[src/rtl/sv_add_pipe_if.sv]
// Handshake and data bundle for the multi-lane pipelined adder.
// The adder is the slave; whatever feeds it and drains it is the master.
interface sv_add_pipe_if #(
    parameter int LANES = 4,
    parameter int AW    = 9,
    parameter int BW    = 6,
    parameter int OW    = 16
);
    logic                  in_valid;
    logic                  in_ready;
    logic                  in_signed;
    logic [LANES*AW-1:0]   in_a;
    logic [LANES*BW-1:0]   in_b;
    logic                  out_valid;
    logic                  out_ready;
    logic [LANES*OW-1:0]   out_sum;
    logic [LANES-1:0]      out_ovf;

    modport master (
        output in_valid, in_signed, in_a, in_b, out_ready,
        input  in_ready, out_valid, out_sum, out_ovf
    );

    modport slave (
        input  in_valid, in_signed, in_a, in_b, out_ready,
        output in_ready, out_valid, out_sum, out_ovf
    );
endinterface

[src/rtl/sv_add_pipe.sv]
// Two-stage, multi-lane adder with SystemVerilog '+' extension rules,
// per-lane overflow flags, optional saturation and valid/ready flow control.
module sv_add_pipe #(
    parameter int LANES = 4,
    parameter int AW    = 9,
    parameter int BW    = 6,
    parameter int OW    = 16,
    parameter bit SAT   = 1'b0
) (
    input  logic         clk,
    input  logic         rst_n,
    sv_add_pipe_if.slave bus
);
    localparam int MW = (AW > BW) ? AW : BW;
    localparam int EW = ((MW > OW) ? MW : OW) + 1;

    logic [LANES-1:0][EW-1:0] a_ext_q, a_ext_d;
    logic [LANES-1:0][EW-1:0] b_ext_q, b_ext_d;
    logic                     sgn_q, sgn_d;
    logic                     s1_valid_q, s1_valid_d;

    logic [LANES*OW-1:0]      sum_q, sum_d;
    logic [LANES-1:0]         ovf_q, ovf_d;
    logic                     s2_valid_q, s2_valid_d;

    logic                     s2_load;
    logic                     s1_advance;
    logic                     in_ready;
    logic                     in_fire;

    logic [EW-1:0]            lane_s;
    logic [EW-OW:0]           lane_top;
    logic                     lane_ovf;
    logic [OW-1:0]            lane_sum;

    // in_ready is gated by rst_n so it reads 0 during reset and 1 right after release
    always_comb begin
        s2_load    = !s2_valid_q || bus.out_ready;
        s1_advance = s1_valid_q && s2_load;
        in_ready   = rst_n && (!s1_valid_q || s1_advance);
        in_fire    = bus.in_valid && in_ready;
    end

    always_comb begin
        a_ext_d    = a_ext_q;
        b_ext_d    = b_ext_q;
        sgn_d      = sgn_q;
        s1_valid_d = s1_valid_q;
        if (s1_advance) begin
            s1_valid_d = 1'b0;
        end
        if (in_fire) begin
            s1_valid_d = 1'b1;
            sgn_d      = bus.in_signed;
            for (int i = 0; i < LANES; i++) begin
                a_ext_d[i] = {{(EW-AW){bus.in_signed & bus.in_a[i*AW+AW-1]}}, bus.in_a[i*AW +: AW]};
                b_ext_d[i] = {{(EW-BW){bus.in_signed & bus.in_b[i*BW+BW-1]}}, bus.in_b[i*BW +: BW]};
            end
        end
    end

    // EW exceeds every operand and result width, so lane_s is exact; the bits
    // from OW-1 upward must all match for a signed result to fit in OW bits
    always_comb begin
        sum_d      = sum_q;
        ovf_d      = ovf_q;
        s2_valid_d = s2_load ? s1_valid_q : s2_valid_q;
        lane_s     = '0;
        lane_top   = '0;
        lane_ovf   = 1'b0;
        lane_sum   = '0;
        for (int i = 0; i < LANES; i++) begin
            lane_s   = a_ext_q[i] + b_ext_q[i];
            lane_top = lane_s[EW-1:OW-1];
            if (sgn_q) begin
                lane_ovf = !((&lane_top) || !(|lane_top));
            end else begin
                lane_ovf = |lane_s[EW-1:OW];
            end
            lane_sum = lane_s[OW-1:0];
            if (SAT && lane_ovf) begin
                if (!sgn_q) begin
                    lane_sum = '1;
                end else if (lane_s[EW-1]) begin
                    lane_sum = {1'b1, {(OW-1){1'b0}}};
                end else begin
                    lane_sum = {1'b0, {(OW-1){1'b1}}};
                end
            end
            if (s1_advance) begin
                sum_d[i*OW +: OW] = lane_sum;
                ovf_d[i]          = lane_ovf;
            end
        end
    end

    always_ff @(posedge clk or negedge rst_n) begin
        if (!rst_n) begin
            a_ext_q    <= '0;
            b_ext_q    <= '0;
            sgn_q      <= 1'b0;
            s1_valid_q <= 1'b0;
            sum_q      <= '0;
            ovf_q      <= '0;
            s2_valid_q <= 1'b0;
        end else begin
            a_ext_q    <= a_ext_d;
            b_ext_q    <= b_ext_d;
            sgn_q      <= sgn_d;
            s1_valid_q <= s1_valid_d;
            sum_q      <= sum_d;
            ovf_q      <= ovf_d;
            s2_valid_q <= s2_valid_d;
        end
    end

    assign bus.in_ready  = in_ready;
    assign bus.out_valid = s2_valid_q;
    assign bus.out_sum   = sum_q;
    assign bus.out_ovf   = ovf_q;
endmodule

[src/flat_wrapper.sv]
// flat-port wrapper written by rule: the top's interface ports become plain ports
module sv_add_pipe_flat 
#(
    parameter int LANES = 4,
    parameter int AW    = 9,
    parameter int BW    = 6,
    parameter int OW    = 16,
    parameter bit SAT   = 1'b0
)
  (clk, rst_n, bus_in_valid, bus_in_signed, bus_in_a, bus_in_b, bus_out_ready, bus_in_ready, bus_out_valid, bus_out_sum, bus_out_ovf);
  sv_add_pipe_if #(.LANES(LANES), .AW(AW), .BW(BW), .OW(OW)) bus_i ();
  input  logic clk;
  input  logic rst_n;
  input wire logic [$bits(bus_i.in_valid)-1:0] bus_in_valid;
  input wire logic [$bits(bus_i.in_signed)-1:0] bus_in_signed;
  input wire logic [$bits(bus_i.in_a)-1:0] bus_in_a;
  input wire logic [$bits(bus_i.in_b)-1:0] bus_in_b;
  input wire logic [$bits(bus_i.out_ready)-1:0] bus_out_ready;
  output wire logic [$bits(bus_i.in_ready)-1:0] bus_in_ready;
  output wire logic [$bits(bus_i.out_valid)-1:0] bus_out_valid;
  output wire logic [$bits(bus_i.out_sum)-1:0] bus_out_sum;
  output wire logic [$bits(bus_i.out_ovf)-1:0] bus_out_ovf;
  assign bus_i.in_valid = bus_in_valid;
  assign bus_i.in_signed = bus_in_signed;
  assign bus_i.in_a = bus_in_a;
  assign bus_i.in_b = bus_in_b;
  assign bus_i.out_ready = bus_out_ready;
  assign bus_in_ready = bus_i.in_ready;
  assign bus_out_valid = bus_i.out_valid;
  assign bus_out_sum = bus_i.out_sum;
  assign bus_out_ovf = bus_i.out_ovf;
  sv_add_pipe #(.LANES(LANES), .AW(AW), .BW(BW), .OW(OW), .SAT(SAT)) u_core (.clk(clk), .rst_n(rst_n), .bus(bus_i));
endmodule
[config.mk]
export PLATFORM = sky130hd
export DESIGN_NAME = sv_add_pipe_flat
export DESIGN_NICKNAME = d
export VERILOG_FILES = /design/src/rtl/sv_add_pipe_if.sv /design/src/rtl/sv_add_pipe.sv /design/src/flat_wrapper.sv
export SDC_FILE = /design/constraint.sdc
export NUM_CORES = 1
export LEC_CHECK = 0
export CAP_MARGIN = 20
export CORE_MARGIN = 3
export CORE_UTILIZATION = 46
export DETAILED_ROUTE_END_ITERATION = 7
export PLACE_DENSITY = 0.74
export SETUP_SLACK_MARGIN = 0.4
export SLEW_MARGIN = 20
export SYNTH_ARGS = -nofsm -noshare
export SYNTH_HDL_FRONTEND = slang
export SYNTH_SLANG_ARGS = --single-unit
[constraint.sdc]
create_clock -name clk -period 2 [get_ports clk]
set_input_delay 0.2 -clock clk [delete_from_list [all_inputs] [get_ports clk]]
set_output_delay 0.2 -clock clk [all_outputs]
set_load 0.005 [all_outputs]
-- Yosys cells after proc, flatten, opt, wreduce, memory -nomap -nowiden
Index checks and enable logic that the tools add are counted.
- add/subtract/negate cells: 4
- divide/modulo/power cells: 0
- reductions and logical operators: 28
- shift operators: 0
- bitwise logic cells: 8
- order comparisons: 0
- $mul: 0
- multiplexer cells: 6
- eq/ne operators: 0
- operators by type and width (kind ; number):
    adder 10 x 7 -> 11 bit ; 4
    zero test 1 bit ; 10
    AND 1 bit ; 8
    AND reduction 2 bit ; 4
    OR reduction 2 bit ; 4
    logical OR 1 bit ; 6
    two-way mux 1 bit ; 6
    logical AND 1 bit ; 3
    nonzero test 2 bit ; 1
- bits in read-only memories: 0
- bits in latches: 0
- word-level logic and storage cells: 59
- input bits: 65
- output and inout bits: 70
- bits in writable memories: 0
- memories: 0
- register bits: 139

-- Logic depth before layout (Yosys ltp)
- word-level depth: 7
- mapped depth: 8
- mapped depth without buffers: 8

-- Worst setup path after synthesis
No wires, ideal clock.
- kind: register to register
- start point: register u_core.b_ext_q[0] (netlist bit)
- end point: register u_core.sum_q[15] (netlist: u_core.bus.out_sum[15])
- cell stages (with the launch flop): 8
- data required time: 1935 ps
- buffers on the path: 0
- period minus slack after synthesis: 1906 ps
- setup time: 65 ps
- arrival time: 1842 ps
- slack: 94 ps
- cell sequence: dfrtp_1 -> ha_1 -> fa_1 -> a21o_1 -> a221oi_2 -> o21ai_1 -> o21ai_1 -> mux2_2
- cells in the longest elaborated chain, start to end: 1
- RTL lines (element ; RTL line ; RTL):
    start, declared ; sv_add_pipe.sv:18 ; logic [LANES-1:0][EW-1:0] b_ext_q, b_ext_d;
    start signal, assigned ; sv_add_pipe.sv:108 ; b_ext_q <= b_ext_d;
    adder 10 x 7 -> 11 bit ; sv_add_pipe.sv:73 ; lane_s = a_ext_q[i] + b_ext_q[i];
    end signal, assigned ; sv_add_pipe.sv:111 ; sum_q <= sum_d;
    end, declared ; sv_add_pipe.sv:22 ; logic [LANES*OW-1:0] sum_q, sum_d;
No other way between the ends.
A chain may end at the register's enable or synchronous reset.

-- Worst setup path in the final report
Ends and elaborated chain as after synthesis.

==> impl_metrics.ini <==
[power]
p_per_area_nw_per_um2 = 1248
internal-power_w = 0.008078
p_leak_nw = 4.059
p_comb_share_pct = 39.3
clock_power_share_pct = 29.5
swShare_pct = 30.36
p_sw_w = 0.003522
ir_drop_mv = 0.8640
p_seq_share_pct = 31.2

[floorplanning]
die_h_um = 122.6
ios = 135
core_area_um2 = 12980
rows = 41
fp.dieArea_um2 = 15040
start_util_pct = 48.22
fp.dieW_um = 122.6

[yosys]
netlist_area_um2 = 6259
synthArstFlopShare_pct = 100.0
yosysMostFrequentCell = dfrtp_1
avgSynthCellArea_um2 = 10.83
yosys-top-cells-area = dfrtp_1 (48%), mux2_2 (11%), ha_1 (8.0%)
yosys-top-cells-count = dfrtp_1 (119), nand2_1 (84), mux2_2 (62), ha_1 (40), o21ai_0 (34)
synth_top_area_cell = dfrtp_1
yosysWarnings = 0
synthCells = 578
netlist.area_leader.share_pct = 47.58
ys.flop_type = dfrtp_1
yosysUniqueCellTypes = 54
syn_nets = 687
ys_seq_elements = 119
ys_seq_area_share_pct = 47.58
synth_edf_count = 0

[final_layout]
num_antenna_cells = 0
drive_gt1_share_pct = 31.11
fin_cells = 921
nNetsFinal = 845
syn_to_final_growth_pct = 48.56
fin_util_pct = 71.64

[sta]
grt_setup_unrepaired = yes
fin_skew_ns = 0.005155
timing.fmax_ghz = 0.5171
hold_viol = 0
tightest_slew_ns = 0.6425
setup_tns_ns = 0
slew_headroom_pct = 57.17
finalSetupViolCount = 0
slew_viol_final = 0
period_needed_ns = 1.934
fin_crit_sh_pct = 96.70

[hold_path]
hold_path.startpoint = bus_in_a[35]
min_to = u_core.a_ext_q[60]$_DFFE_PN0P_
holdCritPathClass = input port to flop
worst_hold_path.num_cells = 3

[critical_path]
crit_fanout = 2
crit_chain = ha_2 > fa_2 > a21o_1 > a221oi_4 > o21ai_2 > o21ai_2 > mux2_4
worst_path_most_repeated_cell = o21ai_2
reg2reg_depth = 7
slowest_delay_ns = 0.38
crit-reg2reg-capture = u_core.bus.out_sum[15]$_DFFE_PN0P_
crit_type = flop to flop
crit_path_end_kind = flop
slowest_stage = dfrtp_1
r2r_slack_ns = 0.07
worstSetupStartpointType = flop
cp_data_arrival_time_ns = 2.29
crit_required_ns = 2.36
crit_family = compound AO/OA/AOI/OAI gates
timing.rr.start = u_core.b_ext_q[0]$_DFFE_PN0P_
crit_buf_inv = 0

[global_route]
grt_max_degree = 120
antenna_found_initial = 0
overflow = 0
grt.total_usage_pct = 21.00
grt_pass1_vias = 5200
grt_pass1_wl_um = 24940

[run_status]
outcome = complete, no violations

[clocking]
cts_tree = yes
clock_path_buffers = 2
clk-insertion-delay-late_ns = 0.42
numCtsBuffers = 17
root_buffer = clkbuf_16
cts.clk_slew.worst_paths_ns = 0.06
cts.sinks = 119
htreeDepth = 4

[routing]
routed_wl_um = 16030
dr.pass1.iters = 5
wl_per_cell_um = 17.40
via_per_inst = 5.421
drtIter0Drc = 322
remaining_drc_errors = 0
vias = 4993
ant_nets = 0

[place]
hpwl_um = 10020
placed_cells = 854
io_buffer_count = 134
place_congestion = 0.8485

[run]
max-cap-violations = 0
-- cell usage in the layout, fill, tap and decap left out, drive strengths merged, types with 5 or more instances in the layout --
| cell type | n |
|---|---|
| and3 | 7 |
| xor2 | 8 |
| clkinv | 6 |
| ha | 40 |
| nor2 | 9 |
| a31oi | 5 |
| clkbuf | 17 |
| buf | 46 |
| nand2 | 85 |
| dlymetal6s2s | 5 |
| a21o | 10 |
| dfrtp | 119 |
| nand3 | 15 |
| mux2 | 62 |
| bufinv | 6 |
| nor3 | 11 |
| o21a | 12 |
| inv | 19 |
| xnor2 | 5 |
| o31ai | 6 |
| o21ai | 42 |
| nand4 | 5 |
| clkdlybuf4s50 | 127 |
| nor2b | 5 |
| a211oi | 5 |
| a21oi | 21 |
-- final cells by class --
| cell class | instances | area (um^2) |
|---|---|---|
| clock buffer | 17 | 425.4 |
| clock inverter | 15 | 232.7 |
| fill | 894 | 3681 |
| inverter | 19 | 71.32 |
| multi-input combinational | 399 | 3558 |
| sequential | 119 | 2985 |
| tap | 172 | 215.2 |
| timing repair buffer | 180 | 1809 |
-- tightest hold or removal path, delay by kind of cell --
family,cells,cell delay (ns)
buffers and inverters,1,0.41
AOI/OAI and AO/OA,1,0.06
and+or+nand+nor,1,0.07
-- logic make-up after synthesis --
group,after synthesis,share of synthesized area [%]
AO/OA/AOI/OAI,129,13.75
XOR/XNOR,13,1.819
adder cells (fa/ha/maj),44,9.276
buffers and inverters,60,5.238
flip-flops,119,47.58
multiplexers,65,11.64
AND/OR/NAND/NOR,148,10.70
-- layer usage --
| metal | wire (um) | global-route usage [%] | vias up |
|---|---|---|---|
| met2 | 8317 | 35.93 | 137 |
| li1 | - | - | 2368 |
| met4 | 330 | 7.978 | 0 |
| met3 | 730 | 5.300 | 27 |
| met1 | 6650 | 25.55 | 2461 |
| met5 | 0 | 0 | - |
-- metrics by stage --
step | hold slack [ns] | power [W] | setup WS [ns] | area (um^2)
4_1_cts | 0.3589 | 0.01119 | 0.03507 | 8924
2_1_floorplan | -0.09559 | 0.005635 | 0.1841 | 6412
6_report | 0.3715 | 0.01160 | 0.06601 | 9298
3_5_place_dp | 0.4121 | 0.007327 | 0.02802 | 7888
5_1_grt | 0.3707 | 0.01226 | -0.03664 | 9298
3_3_place_gp | 0.4032 | 0.007217 | 0.1158 | 7888
-- power by group through the flow --
stage | sequential (W) | combinational (W) | clock [W]
5_1_grt | 0.00371 | 0.00497 | 0.00358
3_3_place_gp | 0.00356 | 0.00365 | 0
4_1_cts | 0.00361 | 0.00411 | 0.00347
3_5_place_dp | 0.00359 | 0.00373 | 0
2_1_floorplan | 0.00351 | 0.00212 | 0
6_report | 0.00362 | 0.00455 | 0.00342
-- worst max-delay path by stage --
| stage | from | endpoint | slack, ns | depth (start not counted) |
|---|---|---|---|---|
| global placement | u_core.b_ext_q[0]$_DFFE_PN0P_ | u_core.bus.out_sum[15]$_DFFE_PN0P_ | 0.12 | 7 |
| finish | u_core.b_ext_q[0]$_DFFE_PN0P_ | u_core.bus.out_sum[15]$_DFFE_PN0P_ | 0.07 | 7 |
| CTS | u_core.b_ext_q[0]$_DFFE_PN0P_ | u_core.bus.out_sum[15]$_DFFE_PN0P_ | 0.04 | 7 |
| global route | u_core.b_ext_q[0]$_DFFE_PN0P_ | u_core.bus.out_sum[8]$_DFFE_PN0P_ | -0.04 | 7 |
| floorplan | u_core.b_ext_q[0]$_DFFE_PN0P_ | u_core.bus.out_sum[15]$_DFFE_PN0P_ | 0.18 | 7 |
| detailed placement | u_core.b_ext_q[0]$_DFFE_PN0P_ | u_core.bus.out_sum[15]$_DFFE_PN0P_ | 0.03 | 7 |
-- flip-flops by register name, indices dropped and copies added, names as in the netlist --
register,flops
u_core.a_ext_q,40
u_core.bus.out_ovf,4
u_core.sgn_q,1
u_core.b_ext_q,28
u_core.bus.out_valid,1
u_core.s1_valid_q,1
u_core.bus.out_sum,44
-- what timing repair did --
item,4_1_cts,5_1_grt
resized for setup,46,50
gates cloned,0,0
setup endpoints to repair,54,62
hold buffers,1,0
setup buffers,17,17
endpoints found under the hold margin,119,0
pin swaps,35,45
Note: power is estimated with default switching activity, not from simulation.
